**config.mk**
```make
export PLATFORM = sky130hd
export DESIGN_NAME = stopwatch_btn_ctrl
export DESIGN_NICKNAME = d
export VERILOG_FILES = /design/src/rtl/stopwatch_btn_ctrl_pkg.sv /design/src/rtl/stopwatch_btn_ctrl_btn_debounce.sv /design/src/rtl/stopwatch_btn_ctrl.sv
export SDC_FILE = /design/constraint.sdc
export NUM_CORES = 1
export LEC_CHECK = 0
export ABC_AREA = 1
export CORE_UTILIZATION = 28
export CTS_CLUSTER_DIAMETER = 200
export CTS_CLUSTER_SIZE = 28
export DETAILED_ROUTE_END_ITERATION = 12
export HOLD_SLACK_MARGIN = 0.05
export SYNTH_ARGS = -nofsm -noshare
export SYNTH_HDL_FRONTEND = slang
export SYNTH_SLANG_ARGS = --single-unit
```
**constraint.sdc**
```tcl
create_clock -name clk1k -period 3.2 [get_ports clk1k]
set_input_delay 0.64 -clock clk1k [delete_from_list [all_inputs] [get_ports clk1k]]
set_output_delay 0.64 -clock clk1k [all_outputs]
set_load 0.005 [all_outputs]
```
**src/rtl/stopwatch_btn_ctrl_pkg.sv**
```systemverilog
`default_nettype none
// ============================================================================
// Module  : stopwatch_btn_ctrl_pkg
// Purpose : Shared definitions for the stopwatch push-button conditioner:
//           per-channel debounce FSM state encoding and default timing.
// Ports   : none (package)
// Rev     : 1.0  initial release
// ============================================================================
package stopwatch_btn_ctrl_pkg;

    // Debounce/classification FSM states (3-bit encoding)
    typedef enum logic [2:0] {
        ST_IDLE      = 3'd0,
        ST_PRESS_CHK = 3'd1,
        ST_HELD      = 3'd2,
        ST_LONG_HELD = 3'd3,
        ST_REL_CHK   = 3'd4
    } btn_state_t;

    // Default timing at a 1 kHz clock: 20 ms debounce, 1 s long press
    localparam int c_DEB_CYC_DEFAULT  = 20;
    localparam int c_LONG_CYC_DEFAULT = 1000;

endpackage : stopwatch_btn_ctrl_pkg
`default_nettype wire

```
**src/rtl/stopwatch_btn_ctrl_btn_debounce.sv**
```systemverilog
`default_nettype none
// ============================================================================
// Module  : btn_debounce
// Purpose : One button channel: 2-FF synchronizer, debounce filter and
//           click / long-press classification.
// Ports   : clk        - clock, rising edge
//           rst        - synchronous reset, active-high
//           i_btn_raw  - asynchronous raw button, 1 = pressed
//           o_level    - debounced level
//           o_click    - 1-cycle pulse on accepted release of a short press
//           o_long     - 1-cycle pulse when a hold reaches LONG_CYC
// Rev     : 1.0  initial release
// ============================================================================
module btn_debounce
    import stopwatch_btn_ctrl_pkg::*;
#(
    parameter int DEB_CYC  = c_DEB_CYC_DEFAULT,   // >= 2
    parameter int LONG_CYC = c_LONG_CYC_DEFAULT
) (
    input  logic clk,
    input  logic rst,
    input  logic i_btn_raw,
    output logic o_level,
    output logic o_click,
    output logic o_long
);

    localparam int CW = (DEB_CYC > 1) ? $clog2(DEB_CYC) : 1;
    localparam int HW = $clog2(LONG_CYC + 1);

    localparam logic [CW-1:0] c_CNT_ONE   = CW'(1);
    localparam logic [CW-1:0] c_CNT_LAST  = CW'(DEB_CYC - 1);
    localparam logic [HW-1:0] c_HOLD_ONE  = HW'(1);
    localparam logic [HW-1:0] c_HOLD_LAST = HW'(LONG_CYC - 1);
    localparam logic [HW-1:0] c_HOLD_MAX  = HW'(LONG_CYC);

    btn_state_t    r_state;
    logic [1:0]    r_sync;
    logic [CW-1:0] r_cnt;
    logic [HW-1:0] r_hold;
    logic          r_long_flag;
    logic          r_level;
    logic          r_click;
    logic          r_long;

    logic w_s;
    assign w_s = r_sync[1];

    always_ff @(posedge clk) begin
        if (rst) begin
            r_state     <= ST_IDLE;
            r_sync      <= 2'b00;
            r_cnt       <= '0;
            r_hold      <= '0;
            r_long_flag <= 1'b0;
            r_level     <= 1'b0;
            r_click     <= 1'b0;
            r_long      <= 1'b0;
        end else begin
            r_sync  <= {r_sync[0], i_btn_raw};
            r_click <= 1'b0;
            r_long  <= 1'b0;
            case (r_state)
                ST_IDLE: begin
                    if (w_s) begin
                        r_state <= ST_PRESS_CHK;
                        r_cnt   <= c_CNT_ONE;
                    end
                end
                ST_PRESS_CHK: begin
                    if (!w_s) begin
                        r_state <= ST_IDLE;
                    end else if (r_cnt == c_CNT_LAST) begin
                        r_state <= ST_HELD;
                        r_level <= 1'b1;
                        r_hold  <= '0;
                    end else begin
                        r_cnt <= r_cnt + c_CNT_ONE;
                    end
                end
                ST_HELD: begin
                    if (!w_s) begin
                        r_state     <= ST_REL_CHK;
                        r_cnt       <= c_CNT_ONE;
                        r_long_flag <= 1'b0;
                    end else begin
                        // Saturating hold counter; frozen while a release is checked
                        if (r_hold != c_HOLD_MAX) begin
                            r_hold <= r_hold + c_HOLD_ONE;
                        end
                        if (r_hold == c_HOLD_LAST) begin
                            r_state <= ST_LONG_HELD;
                            r_long  <= 1'b1;
                        end
                    end
                end
                ST_LONG_HELD: begin
                    if (!w_s) begin
                        r_state     <= ST_REL_CHK;
                        r_cnt       <= c_CNT_ONE;
                        r_long_flag <= 1'b1;
                    end
                end
                ST_REL_CHK: begin
                    if (w_s) begin
                        // Release bounce: resume where the hold left off
                        r_state <= r_long_flag ? ST_LONG_HELD : ST_HELD;
                    end else if (r_cnt == c_CNT_LAST) begin
                        r_state <= ST_IDLE;
                        r_level <= 1'b0;
                        r_click <= ~r_long_flag;
                    end else begin
                        r_cnt <= r_cnt + c_CNT_ONE;
                    end
                end
                default: r_state <= ST_IDLE;
            endcase
        end
    end

    assign o_level = r_level;
    assign o_click = r_click;
    assign o_long  = r_long;

endmodule : btn_debounce
`default_nettype wire

```
**src/rtl/stopwatch_btn_ctrl.sv**
```systemverilog
`default_nettype none
// ============================================================================
// Module  : stopwatch_btn_ctrl
// Purpose : Conditions the raw stopwatch push-buttons and derives the
//           StopWatch run level and clear request from channel 0.
// Ports   : clk1k      - 1 kHz clock, rising edge
//           sw_reset   - synchronous reset, active-high
//           btn_raw    - raw buttons [NBTN], 1 = pressed
//           btn_level  - debounced levels [NBTN]
//           btn_click  - short-press release pulses [NBTN]
//           btn_long   - long-press pulses [NBTN]
//           run        - start/stop level (-> sw_strtstop)
//           clr_pulse  - 1-cycle clear request (ORed into StopWatch reset)
// Rev     : 1.0  initial release
// ============================================================================
module stopwatch_btn_ctrl
    import stopwatch_btn_ctrl_pkg::*;
#(
    parameter int NBTN     = 2,
    parameter int DEB_CYC  = c_DEB_CYC_DEFAULT,
    parameter int LONG_CYC = c_LONG_CYC_DEFAULT
) (
    input  logic            clk1k,
    input  logic            sw_reset,
    input  logic [NBTN-1:0] btn_raw,
    output logic [NBTN-1:0] btn_level,
    output logic [NBTN-1:0] btn_click,
    output logic [NBTN-1:0] btn_long,
    output logic            run,
    output logic            clr_pulse
);

    logic [NBTN-1:0] w_level;
    logic [NBTN-1:0] w_click;
    logic [NBTN-1:0] w_long;
    logic            r_run;

    for (genvar gi = 0; gi < NBTN; gi++) begin : g_btn
        btn_debounce #(
            .DEB_CYC  (DEB_CYC),
            .LONG_CYC (LONG_CYC)
        ) u_btn (
            .clk       (clk1k),
            .rst       (sw_reset),
            .i_btn_raw (btn_raw[gi]),
            .o_level   (w_level[gi]),
            .o_click   (w_click[gi]),
            .o_long    (w_long[gi])
        );
    end

    // Long press wins over click; both cannot coincide on one channel anyway
    always_ff @(posedge clk1k) begin
        if (sw_reset) begin
            r_run <= 1'b0;
        end else if (w_long[0]) begin
            r_run <= 1'b0;
        end else if (w_click[0]) begin
            r_run <= ~r_run;
        end
    end

    assign btn_level = w_level;
    assign btn_click = w_click;
    assign btn_long  = w_long;
    assign run       = r_run;
    // w_long is already a registered 1-cycle pulse, so the clear aligns with it
    assign clr_pulse = w_long[0];

endmodule : stopwatch_btn_ctrl
`default_nettype wire

```
After elaboration in Yosys (flattened, before gate mapping)

Index checks and enable logic that the tools add are counted.

Output and inout bits: 8
Bits in registers: 49

Bitwise operators: 11
Multiplexer cells: 60
Equal/unequal tests: 40
Add/subtract/negate cells: 4
Reduce and logical (&&, ||, !) cells: 27

Operators by type and width:

| cell                                                  | number |
|---|---|
| two-way mux 10 bit                                    | 8 |
| two-way mux 5 bit                                     | 10 |
| two-way mux 3 bit                                     | 16 |
| one-hot mux 10 bit (2 select lines)                   | 2 |
| one-hot mux 5 bit (4 select lines)                    | 2 |
| AND reduction 5 bit                                   | 8 |
| one-hot mux 3 bit (5 select lines)                    | 2 |
| inequality test 2 x 1 -> 1 bit, second input constant | 12 |
| adder 10 x 1 -> 10 bit, second input constant         | 2 |
| equality test 10 bit, second input constant           | 2 |
| inequality test 10 bit, second input constant         | 2 |
| two-way mux 1 bit                                     | 16 |
| inequality test 2 bit, second input constant          | 8 |
| equality test 3 x 2 -> 1 bit, second input constant   | 4 |
| inequality test 3 bit, second input constant          | 4 |
| nonzero test 2 bit                                    | 6 |
| NOT 1 bit                                             | 11 |
| adder 5 x 1 -> 5 bit, second input constant           | 2 |
| equality test 5 bit, second input constant            | 2 |
| one-hot mux 1 bit (2 select lines)                    | 4 |
| nonzero test 4 bit                                    | 2 |
| OR reduction 4 bit                                    | 2 |
| equality test 3 x 1 -> 1 bit, second input constant   | 2 |
| equality test 3 bit, second input constant            | 2 |
| 5 further kinds                                       | 11 |

Longest topological paths before layout

Word-level depth: 4
Mapped depth: 11

Cells and area by module

A second synthesis with hierarchy kept.

Cells, all modules: 459
Area, all modules: 2,976.6 um^2

By module, submodules not included:

| module             | cells each | times used | sequential area each (um^2) | area an instance (um^2) |
|---|---|---|---|---|
| btn_debounce       | 226        | 2          | 480.5                       | 1,463.9 |
| stopwatch_btn_ctrl | 7          | 1          | 20.0                        | 48.8 |

Least setup slack after synthesis

Ideal clock, no wire load.

Path kind: flip-flop to flip-flop
Start: register g_btn[0].u_btn.r_cnt[0]
End: register g_btn[0].u_btn.r_hold[1]
Setup time: 0.128 ns
Data required time: 3.072 ns
Arrival time: 1.298 ns
Path slack: 1.774 ns
Path buffers: 0
Cell stages (with the launch flop): 9
Cell sequence: dfxtp_1 -> ha_1 -> nand3_1 -> nand2_2 -> nand2_2 -> nor2_4 -> nand2_1 -> o21ai_0 -> nor2_1

Longest elaborated chain between the ends: 3

RTL lines:

| what                                     | RTL line                              | source |
|---|---|---|
| start: declaration                       | stopwatch_btn_ctrl_btn_debounce.sv:39 | `logic [CW-1:0] r_cnt;` |
| start signal: assignment                 | stopwatch_btn_ctrl_btn_debounce.sv:67 | `r_cnt <= c_CNT_ONE;` |
| start signal: assignment                 | stopwatch_btn_ctrl_btn_debounce.sv:78 | `r_cnt <= r_cnt + c_CNT_ONE;` |
| start signal: assignment                 | stopwatch_btn_ctrl_btn_debounce.sv:84 | `r_cnt <= c_CNT_ONE;` |
| equality test 5 bit                      | stopwatch_btn_ctrl_btn_debounce.sv:73 | `end else if (r_cnt == c_CNT_LAST) begin` |
| inequality test 2 x 1 -> 1 bit (no line) | -                                     |  |
| AND reduction 5 bit (no line)            | -                                     |  |
| end signal: assignment                   | stopwatch_btn_ctrl_btn_debounce.sv:89 | `r_hold <= r_hold + c_HOLD_ONE;` |
| end: declaration                         | stopwatch_btn_ctrl_btn_debounce.sv:40 | `logic [HW-1:0] r_hold;` |

Every way passes these cells.
A chain may end at the register's enable or synchronous reset.

==> flow_metrics.tcl <==
set metrics [dict create \
    gr-usage-all-layers_pct 12.19 \
    slowest_delay_ns 0.45 \
    synthCells 482 \
    core.rowCount 37 \
    rsz0062_at_grt "no" \
    crit_path_max_fanout 39 \
    grt_busiest_layer "met2" \
    finalSetupTns_ns 0 \
    grt_pass1_vias 2651 \
    maxSlewViolCount 0 \
    drt_iter0_drc 113 \
    critPathCaptureType "flop" \
    synth.avg_cell_area_um2 6.227 \
    cp_slowest_cell "clkdlybuf4s50_1" \
    cts_tree "yes" \
    finalCritPeriodShare_pct 58.00 \
    grt_pass1_wl_um 11370 \
    p_comb_share_pct 38.0 \
    die_y_um 105.5 \
    intPower_mw 1.149 \
    io_buffers 11 \
    postCtsSetupBuffers 0 \
    final_cell_mix "nand2_1, nor2_1, inv_1" \
    finalPower_mw 1.963 \
    worst_pin_slew_ns 0.5158 \
    cts-buffers-inserted 5 \
    p_clk_share_pct 23.0 \
    switching_share_pct 41.50 \
    hold_violations 0 \
    crit_path_frequent_cell "inv_1" \
    final.min_clock_period_ns 1.856 \
    yosysWarnings 0 \
    utilization_pct 31.85 \
    vias 2835 \
    dr.pass1.iters 4 \
    diodes 0 \
    yosysUniqueCellTypes 30 \
    peakVddDrop_mv 0.2516 \
    grtUsageMet2_pct 20.30 \
    grt_overflow 0 \
    routedWlPerCell_um 10.09 \
    path_cells "clkdlybuf4s50_1, buf_4, inv_1, nand2_1, inv_1, o21ai_0, nor2_1" \
    fillCellCount 1168 \
    clock_skew_ns 0.006277 \
    finalSetupViolCount 0 \
    met3_usage_pct 2.103 \
    final_common_cell "nand2_1" \
    final_cell_area_mm2 0.003303 \
    place_congestion 0.8647 \
    clock_latency_ns 0.30 \
    cts_buffer_depth 2 \
    clock_sinks 49 \
    hold_buffers 0 \
    drt-total-wl_um 6277 \
    hold_path.class "reg2reg" \
    antenna_found_initial 0 \
    ios 12 \
    p_seq_share_pct 39.0 \
    die_area_mm2 0.01114 \
    place_area_mm2 0.003192 \
    fp.dieW_um 105.5 \
    ys_seq_area_share_pct 32.68 \
    crit_type "in2reg" \
    fmax_ghz 0.5388 \
    slew_headroom_pct 65.25 \
    worst_ep_required_time_ns 3.40 \
    arrival_ns 2.06 \
    dp_hpwl_um 4574 \
    clk_pin_slew_ns 0.09 \
    core_mm2 0.01037 \
    grt_max_degree 40 \
    vias_per_cell 4.558 \
    drive_gt1_share_pct 7.407 \
    max_cap_viol_count 0 \
    drc 0 \
    p_switching_uw 814.8 \
    htreeDepth 2 \
    status "complete, no violations" \
    area_growth_pct 10.05 \
    grtUsageMet1_pct 15.72 \
    p_per_area_mw_per_mm2 594.4 \
    cts_resized 0 \
    ys_seq_elements 49 \
    ctsRootBufferMaster "clkbuf_8" \
    drtAntennaViolNets 0 \
    p_leak_nw 1.290 \
    start_util_pct 28.95 \
    synthesis.area_mm2 0.003002 \
    finalNetCount 495 \
    synthesis.nets 492 \
    crit_path_start_kind "input pin" \
]
[sequential cells by signal (all words and copies together), names as in the netlist]
signal,cells
run,1
g_btn.u_btn.o_click,2
g_btn.u_btn.r_hold,20
g_btn.u_btn.o_level,2
g_btn.u_btn.r_cnt,10
g_btn.u_btn.r_sync,4
g_btn.u_btn.o_long,2
g_btn.u_btn.r_long_flag,2
g_btn.u_btn.r_state,6
[metrics by stage]
stage / hold WS, ns / setup WS, ns / std cells
after global routing: 0.4476 / 1.155 / 622
after floorplan: 0.3883 / 1.774 / 482
after global placement: 0.3995 / 1.016 / 614
after detailed placement: 0.4007 / 0.9937 / 614
final: 0.4108 / 1.344 / 622
after CTS: 0.4144 / 1.330 / 622
[worst max-delay path: cells and delay by family]
kind	cells	cell delay [ns]
AOI/OAI and AO/OA	1	0.07
and+or+nand+nor	2	0.21
buffers and inverters	4	1.13
[final timing paths]
| kind | cells after the start | slack, ns | endpoint | start |
|---|---|---|---|---|
| setup / recovery | 7 | 1.34 | g_btn[0].u_btn.r_hold[6]$_SDFFE_PP0P_ | sw_reset |
| setup reg to reg | 8 | 1.46 | g_btn[1].u_btn.r_hold[1]$_SDFFE_PP0P_ | g_btn[1].u_btn.r_cnt[1]$_SDFFE_PP0P_ |
| hold / removal | 2 | 0.41 | g_btn[1].u_btn.r_sync[1]$_SDFF_PP0_ | g_btn[1].u_btn.r_sync[0]$_SDFF_PP0_ |
| hold reg to reg | 2 | 0.41 | g_btn[1].u_btn.r_sync[1]$_SDFF_PP0_ | g_btn[1].u_btn.r_sync[0]$_SDFF_PP0_ |
[area by class of cell]
cell class,count,area [µm²],area share (%)
multi-input combinational,357,1698,51.40
sequential,49,980.9,29.70
tap,136,170.2,5.152
clock buffer,6,72.57,2.197
inverter,60,225.2,6.818
timing repair buffer,12,117.6,3.561
clock inverter,2,38.79,1.174
[Yosys cell counts]
library cell,instances,area (µm²)
nand3b_1,2,15.01
nor2_1,70,262.8
inv_1,54,202.7
nor4_1,2,12.51
o211ai_2,1,12.51
buf_4,9,67.56
or2_2,1,6.260
nand3_1,46,230.2
o21ai_1,2,10.01
clkbuf_2,1,5.000
nor2_4,5,56.30
inv_2,6,22.52
nand4_1,10,62.56
nor3b_1,1,7.510
xor2_1,3,26.28
a311oi_1,1,8.760
buf_2,2,10.01
clkbuf_1,4,15.01
o21ai_0,9,45.04
dfxtp_1,49,980.9
nand2_1,141,529.3
nor2_8,1,20.02
nor2_2,3,18.77
a31oi_1,1,6.260
nand3_2,2,20.02
ha_1,6,75.07
a21oi_1,29,145.1
nor3_1,9,45.04
xnor2_1,3,26.28
nand2_2,9,56.30
[routing by layer]
| metal | up-vias | share of wire [%] |
|---|---|---|
| li1 | 1516 | - |
| met1 | 1272 | 49 |
| met2 | 43 | 46 |
| met3 | 4 | 4.1 |
| met4 | 0 | 1.1 |
| met5 | - | 0 |
[power by group through the flow]
| stage | clock, mW | combinational, mW | sequential [mW] |
|---|---|---|---|
| after floorplan | 0 | 0.631 | 0.749 |
| after global placement | 0 | 0.736 | 0.779 |
| after detailed placement | 0 | 0.746 | 0.778 |
| after CTS | 0.470 | 0.749 | 0.765 |
| after global routing | 0.494 | 0.855 | 0.780 |
| final | 0.451 | 0.747 | 0.766 |
[cell families (layout without fill, tap and decap cells)]
| group | count (synthesis) | in the layout | synth area share [%] |
|---|---|---|---|
| AOI/OAI and AO/OA | 43 | 43 | 7.587 |
| adders and majority gates | 6 | 6 | 2.501 |
| DFF | 49 | 49 | 32.68 |
| and+or+nand+nor | 302 | 302 | 44.73 |
| xor gates and xnor gates | 6 | 6 | 1.751 |
| buffers and inverters | 76 | 80 | 10.75 |
(Power assumes the default switching activity.)
